## config.mk

```make
export PLATFORM = sky130hd
export DESIGN_NAME = uart_rx_flat
export DESIGN_NICKNAME = d
export VERILOG_FILES = /design/src/rtl/uart_rx_if.sv /design/src/rtl/uart_rx.sv /design/src/flat_wrapper.sv
export SDC_FILE = /design/constraint.sdc
export NUM_CORES = 1
export LEC_CHECK = 0
export BUFFER_PORTS_ARGS = -buffer_cell sky130_fd_sc_hd__buf_2
export CORE_ASPECT_RATIO = 0.75
export CORE_UTILIZATION = 52
export CTS_CLUSTER_SIZE = 14
export DETAILED_ROUTE_END_ITERATION = 10
export GPL_TIMING_DRIVEN = 0
export PLACE_DENSITY = 0.87
export SLEW_MARGIN = 0
export SYNTH_ARGS = -nofsm -noshare
export SYNTH_HDL_FRONTEND = slang
export SYNTH_SLANG_ARGS = --single-unit
```

## constraint.sdc

```tcl
create_clock -name clk -period 2 [get_ports clk]
set_input_delay 0.2 -clock clk [delete_from_list [all_inputs] [get_ports clk]]
set_output_delay 0.2 -clock clk [all_outputs]
set_load 0.01 [all_outputs]
```

## src/rtl/uart_rx_if.sv

```systemverilog
// Received-character bus from uart_rx to the register/FIFO layer.
// Latency: n/a (wires only). Backpressure: none, the consumer must take each rx_valid strobe.
// Modports: master drives the character, slave consumes it.
interface uart_rx_if;
   logic [7:0] rx_data;
   logic       rx_valid;
   logic       parity_err;
   logic       frame_err;

   modport master (output rx_data, rx_valid, parity_err, frame_err);
   modport slave  (input  rx_data, rx_valid, parity_err, frame_err);
endinterface

```

## src/rtl/uart_rx.sv

```systemverilog
// UART receiver: 16x oversampled deserialiser with 5-8 data bits, optional parity, 1/2 stop bits.
// Latency: rx_valid one clk after the tick that completes the final mid-stop sample. Backpressure: none.
// Optional build macro UART_RX_MAJORITY_EN: 2-of-3 vote over ticks 7/8/9 instead of a single tick-8 sample.
module uart_rx (
   input  logic       clk,
   input  logic       rst,
   input  logic       sample_tick,
   input  logic       rx_enable,
   input  logic [4:0] cfg_reg,
   input  logic       rx,
   output logic       rx_busy,
   uart_rx_if.master  rx_bus
);

`ifdef UART_RX_MAJORITY_EN
   localparam logic [3:0] START_DEC = 4'd8;
`else
   localparam logic [3:0] START_DEC = 4'd7;
`endif
   // Bits after the start bit are one full period (16 ticks) after the start decision.
   localparam logic [3:0] BIT_DEC = 4'd15;

   typedef enum logic [2:0] {IDLE, START, DATA, PARITY, STOP} state_t;

   state_t     state;
   logic       rx_m;
   logic       rx_s;
   logic [3:0] tick_cnt;
   logic [3:0] bit_cnt;
   logic [4:0] cfg_q;
   logic [7:0] shift_q;
   logic       par_flag;
   logic       frame_flag;
   logic       dec_tick;
   logic       bit_val;
   logic       last_data;
`ifdef UART_RX_MAJORITY_EN
   logic [1:0] hist;
`endif

   always_ff @(posedge clk) begin
      if (rst) begin
         rx_m <= 1'b1;
         rx_s <= 1'b1;
      end else begin
         rx_m <= rx;
         rx_s <= rx_m;
      end
   end

   always_comb begin
      dec_tick  = sample_tick && (tick_cnt == ((state == START) ? START_DEC : BIT_DEC));
`ifdef UART_RX_MAJORITY_EN
      bit_val   = (hist[1] & hist[0]) | (hist[1] & rx_s) | (hist[0] & rx_s);
`else
      bit_val   = rx_s;
`endif
      last_data = (bit_cnt == ({2'b00, cfg_q[1:0]} + 4'd4));
   end

   always_ff @(posedge clk) begin
      if (rst) begin
         state             <= IDLE;
         tick_cnt          <= 4'd0;
         bit_cnt           <= 4'd0;
         cfg_q             <= 5'd0;
         shift_q           <= 8'd0;
         par_flag          <= 1'b0;
         frame_flag        <= 1'b0;
         rx_busy           <= 1'b0;
         rx_bus.rx_valid   <= 1'b0;
         rx_bus.rx_data    <= 8'd0;
         rx_bus.parity_err <= 1'b0;
         rx_bus.frame_err  <= 1'b0;
`ifdef UART_RX_MAJORITY_EN
         hist              <= 2'b11;
`endif
      end else begin
         rx_bus.rx_valid <= 1'b0;
         if (sample_tick && (state != IDLE)) begin
            tick_cnt <= tick_cnt + 4'd1;
`ifdef UART_RX_MAJORITY_EN
            hist     <= {hist[0], rx_s};
`endif
         end
         case (state)
            IDLE: begin
               // A tick coinciding with the edge is deliberately not counted.
               if (rx_enable && !rx_s) begin
                  cfg_q      <= cfg_reg;
                  shift_q    <= 8'd0;
                  tick_cnt   <= 4'd0;
                  par_flag   <= 1'b0;
                  frame_flag <= 1'b0;
                  rx_busy    <= 1'b1;
                  state      <= START;
               end
            end
            START: begin
               if (dec_tick) begin
                  if (!bit_val) begin
                     tick_cnt <= 4'd0;
                     bit_cnt  <= 4'd0;
                     state    <= DATA;
                  end else begin
                     rx_busy  <= 1'b0;
                     state    <= IDLE;
                  end
               end
            end
            DATA: begin
               if (dec_tick) begin
                  shift_q[bit_cnt[2:0]] <= bit_val;
                  if (last_data) begin
                     bit_cnt <= 4'd0;
                     state   <= cfg_q[3] ? PARITY : STOP;
                  end else begin
                     bit_cnt <= bit_cnt + 4'd1;
                  end
               end
            end
            PARITY: begin
               if (dec_tick) begin
                  par_flag <= bit_val ^ (^shift_q) ^ cfg_q[4];
                  state    <= STOP;
               end
            end
            STOP: begin
               if (dec_tick) begin
                  if (cfg_q[2] && (bit_cnt == 4'd0)) begin
                     bit_cnt    <= 4'd1;
                     frame_flag <= frame_flag | ~bit_val;
                  end else begin
                     // Leave at mid-stop so a back-to-back start edge is not missed.
                     rx_bus.rx_valid   <= 1'b1;
                     rx_bus.rx_data    <= shift_q;
                     rx_bus.parity_err <= par_flag;
                     rx_bus.frame_err  <= frame_flag | ~bit_val;
                     rx_busy           <= 1'b0;
                     state             <= IDLE;
                  end
               end
            end
            default: state <= IDLE;
         endcase
      end
   end

endmodule

```

## src/flat_wrapper.sv

```systemverilog
// flat-port wrapper written by rule: the top's interface ports become plain ports
module uart_rx_flat 
  (clk, rst, sample_tick, rx_enable, cfg_reg, rx, rx_busy, rx_bus_rx_data, rx_bus_rx_valid, rx_bus_parity_err, rx_bus_frame_err);
  uart_rx_if rx_bus_i ();
  input  logic clk;
  input  logic rst;
  input  logic sample_tick;
  input  logic rx_enable;
  input  logic [4:0] cfg_reg;
  input  logic rx;
  output logic rx_busy;
  output wire logic [$bits(rx_bus_i.rx_data)-1:0] rx_bus_rx_data;
  output wire logic [$bits(rx_bus_i.rx_valid)-1:0] rx_bus_rx_valid;
  output wire logic [$bits(rx_bus_i.parity_err)-1:0] rx_bus_parity_err;
  output wire logic [$bits(rx_bus_i.frame_err)-1:0] rx_bus_frame_err;
  assign rx_bus_rx_data = rx_bus_i.rx_data;
  assign rx_bus_rx_valid = rx_bus_i.rx_valid;
  assign rx_bus_parity_err = rx_bus_i.parity_err;
  assign rx_bus_frame_err = rx_bus_i.frame_err;
  uart_rx u_core (.clk(clk), .rst(rst), .sample_tick(sample_tick), .rx_enable(rx_enable), .cfg_reg(cfg_reg), .rx(rx), .rx_busy(rx_busy), .rx_bus(rx_bus_i));
endmodule
```

## Word-level counts from Yosys, hierarchy flattened

Index checks and enable logic that the tools add are counted.

| operators by class | value |
|---|---|
| multiply operators | 0 |
| divide/modulo/power cells | 0 |
| eq/ne operators | 16 |
| add/sub/neg operators | 3 |
| muxes and demuxes | 42 |
| reduce and logical (&&, ||, !) cells | 24 |
| magnitude comparators | 2 |
| shift operators | 0 |
| bitwise logic cells | 7 |

Operator list:

| kind | count |
|---|---|
| $mux 4 | 11 |
| $mux 3 | 8 |
| $mux 8 | 2 |
| $ne 2x1->1 const B | 8 |
| $pmux 8 s2 | 1 |
| $pmux 3 s5 | 1 |
| $pmux 4 s3 | 1 |
| $reduce_and 6->1 | 2 |
| $mux 1 | 11 |
| $reduce_and 3->1 | 3 |
| $reduce_bool 3->1 | 3 |
| $add 4x1->4 const B | 2 |
| $bwmux 8 | 1 |
| $eq 4x4->1 | 2 |
| $pmux 4 s2 | 1 |
| $reduce_xor 8->1 | 1 |
| $reduce_and 7->1 | 1 |
| $eq 3x2->1 const B | 2 |
| $reduce_bool 2->1 | 3 |
| $logic_and 1x1->1 | 5 |
| $add 2x3->4 const B | 1 |
| $logic_not 4->1 | 1 |
| $lt 3x4->1 const B | 1 |
| $ne 2x2->1 const B | 2 |
| other kinds (15) | 20 |

| storage, ports and cells | value |
|---|---|
| RAM bits | 0 |
| register bits after elaboration | 40 |
| input bits | 10 |
| memories kept | 0 |
| latch bits | 0 |
| logic and storage cells | 108 |
| bits in read-only memories | 0 |
| output and inout port bits | 12 |

## Longest topological paths before layout

| depth | value |
|---|---|
| depth in word-level cells | 7 |
| mapped depth | 8 |
| mapped depth without buffers | 6 |

## Least setup slack after synthesis

Ideal clock, no wire load.

| path | value |
|---|---|
| path kind | register -> register |
| start | register u_core.bit_cnt[0] |
| end | register u_core.bit_cnt[2] |
| path buffers | 1 |
| clock period less this slack | 1.878 ns |
| stages on the path, launching flop included | 8 |
| setup time | 0.117 ns |
| path slack | 0.122 ns |
| data arrival time | 1.760 ns |
| required time | 1.883 ns |
| path through | dfxtp_1 > buf_4 > inv_1 > ha_1 > and4bb_2 > a31oi_1 > or4_1 > a32o_1 |

| between the ends | value |
|---|---|
| word-level cells in the longest chain between the ends | 4 |
| elaborated cells between the ends (all ways) | 9 |
| classes of those cells | 1 x add/sub; 2 x eq/ne; 3 x mux; 3 x reduce/logical |

RTL lines:

| element | line | text |
|---|---|---|
| start, declared | uart_rx.sv:29 | `logic [3:0] bit_cnt;` |
| start signal, assigned | uart_rx.sv:118 | `bit_cnt <= bit_cnt + 4'd1;` |
| $add 4x1->4 (tied with other cells) | uart_rx.sv:118 |  |
| $mux 4 / $logic_and 1x1->1 (equally long branches) | uart_rx.sv:114, uart_rx.sv:130 |  |
| $mux 4 / $ne 2x1->1 (equally long branches) | - |  |
| $pmux 4 s3 / $reduce_and 6->1 (equally long branches) | - |  |

Parallel ways exist; a longest one is shown, timed or not. The select of a mux whose other input is x is not followed.
A chain may end at the register's enable or synchronous reset.

## Final worst setup path

Ends and elaborated chain as after synthesis.

==> impl_metrics.toml <==
[run_status]
status = "finished clean"

[setup_path]
cp_num_buf_inv = 2
slowest_stage = "or4_1"
cp.depth = 7
cp-start-kind = "flip-flop"
r2r_start = "u_core.bit_cnt[0]"
critPathTopFamily = "simple AND/OR/NAND/NOR gates"
cp.arrival_ps = 2120
critPathMaxStageDelay_ps = 410
critPathCaptureType = "flip-flop"
required_ps = 2180
worstRegToRegCells = 7
worst-setup-path-type = "flip-flop to flip-flop"
crit_chain = "buf_6 > inv_4 > ha_2 > and4bb_2 > a31oi_4 > or4_1 > a32o_1"
worstPathMaxFanout = 9
crit_start = "u_core.bit_cnt[0]"

[floorplanning]
die_w_um = 75.2
fp.coreArea_um2 = 3760
rows = 19
die-area_um2 = 4280
dieHeight_um = 56.9
io_pins = 22
initial_core_util = 0.556

[place]
gp_congestion = 0.897
dpl_worst_slack_ps = -75.2
io_buffers = 20
hpwl_um = 3450

[logic_synthesis]
yosysWarnings = 0
syn_area_um2 = 2090
ys_ff_latch = 40
synth_area_per_cell_um2 = 9.20
yosys_most_used_dff = "dfxtp_1"
synth-seq-area-share = 0.383
synthCells = 227
synthArstFlopShare = 0
synthDistinctLibCells = 59
synth_edf_count = 0
synth_fp_nets = 240

[power_and_ir_drop]
p_clk_frac = 0.462
ir_drop_mv = 0.721
switchingPower_w = 0.000328
combPwrFrac = 0.050
power.internal_w = 0.00132
power.density_nw_per_um2 = 682
p_leak_nw = 0.978
sw_frac_of_total = 0.199
power_frac_seq = 0.488

[grt]
grt_pass1_vias = 1588
grt_pass1_wl_um = 7680
grt_use_total = 0.240
overflow = 0
antenna_found_initial = 0
grt_start_max_net_pins = 13

[route]
dr.pass1.iters = 4
num_vias = 1873
drt-total-wl_um = 4880
route.detailed.drc = 0
detail-route-antenna-nets = 0
viasPerCell = 6.10
drt_iter0_drc = 186
wl_per_cell_um = 15.9

[layout]
fin_nets = 268
area_delta_synth_final_pct = 15.9
fin_util = 0.645
diodes = 0
layout-drive-gt1-share = 0.220

[clock_network]
cts_root_buffer = "clkbuf_8"
clock-sinks = 40
cts_tree = "yes"
h-tree-depth = 2
cts.path.max_buffers = 2
hold_buffers = 0
cts_buffers = 5
clk-insertion-delay-late_ps = 290
clk_pin_slew_ps = 70

[sta]
finalSetupViolations = 0
fin_skew_ps = 6.74
slew_violations = 0
max-slew-margin-rel = 0.560
post-route-min-period_ps = 1940
fmax_mhz = 515
worstMarginPinSlew_ps = 660
tns_ps = 0
hold_ws_ps = 89.6
min_period_over_period = 0.970
hold_viol_final = 0
fin_ws_ps = 59.3
rsz0062_at_grt = "yes"

[worst_hold_path]
hold-path-cell-count = 2
hp-start = "rx"
hp-class = "primary input to flip-flop"

[run]
maxCapViolCount = 0
## registers in the layout, summed over array words and instances (netlist names), 3 cells and up
| name | cells |
|---|---|
| u_core.rx_bus.rx_data | 8 |
| u_core.shift_q | 8 |
| u_core.cfg_q | 5 |
| u_core.bit_cnt | 4 |
| u_core.tick_cnt | 4 |
| u_core.state | 3 |
## worst reg2reg max path, stage by stage (launching register included)
cell and delay, ps:
dfxtp_2 330, buf_6 140, inv_4 70, ha_2 170
and4bb_2 330, a31oi_4 120, or4_1 410, a32o_1 260
## per-stage QoR
stage,instances,power [W],instance area [um2]
finish,307,0.00165,2420
global route,307,0.00171,2420
CTS,306,0.00166,2410
detailed placement,299,0.000905,2250
global placement,299,0.000903,2250
floorplan,227,0.000877,2090
## worst paths after layout
check                 endpoint  slack, ps
max reg2reg  u_core.bit_cnt[2]         60
min                u_core.rx_m         90
min reg2reg     u_core.bit_val        410
max          u_core.bit_cnt[2]         60
## power groups by stage
stage	Combinational (W)	Sequential, W	Clock [W]
after floorplan	0.0000530	0.000824	0
after global placement	0.0000789	0.000824	0
after detailed placement	0.0000804	0.000825	0
after CTS	0.0000817	0.000806	0.000770
after global routing	0.0000891	0.000807	0.000811
final	0.0000829	0.000806	0.000763
## synth_stat cells, drive strengths merged (2+ instances only)
cell     n  area share
dfxtp   40        0.38
mux2i   20       0.096
nor2    18       0.036
nand2   17       0.032
a21oi   10       0.024
buf      9       0.028
inv      8       0.014
nand3    8       0.019
clkbuf   7       0.013
nor3     7       0.017
nor4     7       0.021
xnor2    7       0.033
nor4b    5       0.024
a211oi   4       0.014
nand4    4       0.012
nor3b    4       0.019
ha       3       0.018
nor2b    3      0.0090
o21ai    3      0.0072
xor2     3       0.013
a311oi   2      0.0084
a31oi    2      0.0060
and3     2      0.0060
nand3b   2      0.0072
o31ai    2      0.0072
or2      2      0.0060
or3      2      0.0060
or4      2      0.0072
## final cells by class
class                           instances  area (um2)
Inverter                                8        32.5
Timing Repair Buffer                   21         108
Sequential cell                        40         802
Multi-Input combinational cell        163        1200
Fill cell                             322        1330
Buffer                                 16        88.8
Tap cell                               52        65.1
Clock inverter                          2        60.1
Clock buffer                            5        68.8
## routing by layer
| layer | GRT usage | routed length [um] |
|---|---|---|
| met2 | 0.359 | 2140 |
| met4 | 0.0608 | 70 |
| met5 | 0 | 0 |
| met3 | 0.0539 | 402 |
| met1 | 0.346 | 2270 |
## timing repair
item,in CTS,in global routing
buffers inserted,0,1
gates resized for setup,7,2
pin swaps,0,3
endpoints found under the setup margin,1,6
## cells in the final DEF (no fill, tap or decap), types with 3 or more instances in the layout
cell type,n
o21ai_0,3
a211oi_1,4
xnor2_1,6
nand4_1,4
nor4_1,6
clkbuf_8,5
dfxtp_1,39
mux2i_1,20
nor3_1,7
buf_4,3
nand2_1,16
nand3_1,8
xor2_1,3
a21oi_1,10
clkbuf_1,7
buf_2,25
nor2_1,17
nor4b_1,4
nor2b_1,3
inv_1,6
## cell families (layout without fill, tap and decap cells)
| logic type | after synthesis | count (layout) | synth area share |
|---|---|---|---|
| simple gates | 89 | 89 | 0.250 |
| flops | 40 | 40 | 0.383 |
| compound gates | 39 | 39 | 0.137 |
| buf+inv | 24 | 52 | 0.0551 |
| mux | 21 | 21 | 0.101 |
| xor+xnor | 11 | 11 | 0.0563 |
| fa+ha+maj | 3 | 3 | 0.0180 |
Note: power is estimated with default switching activity, not from simulation.
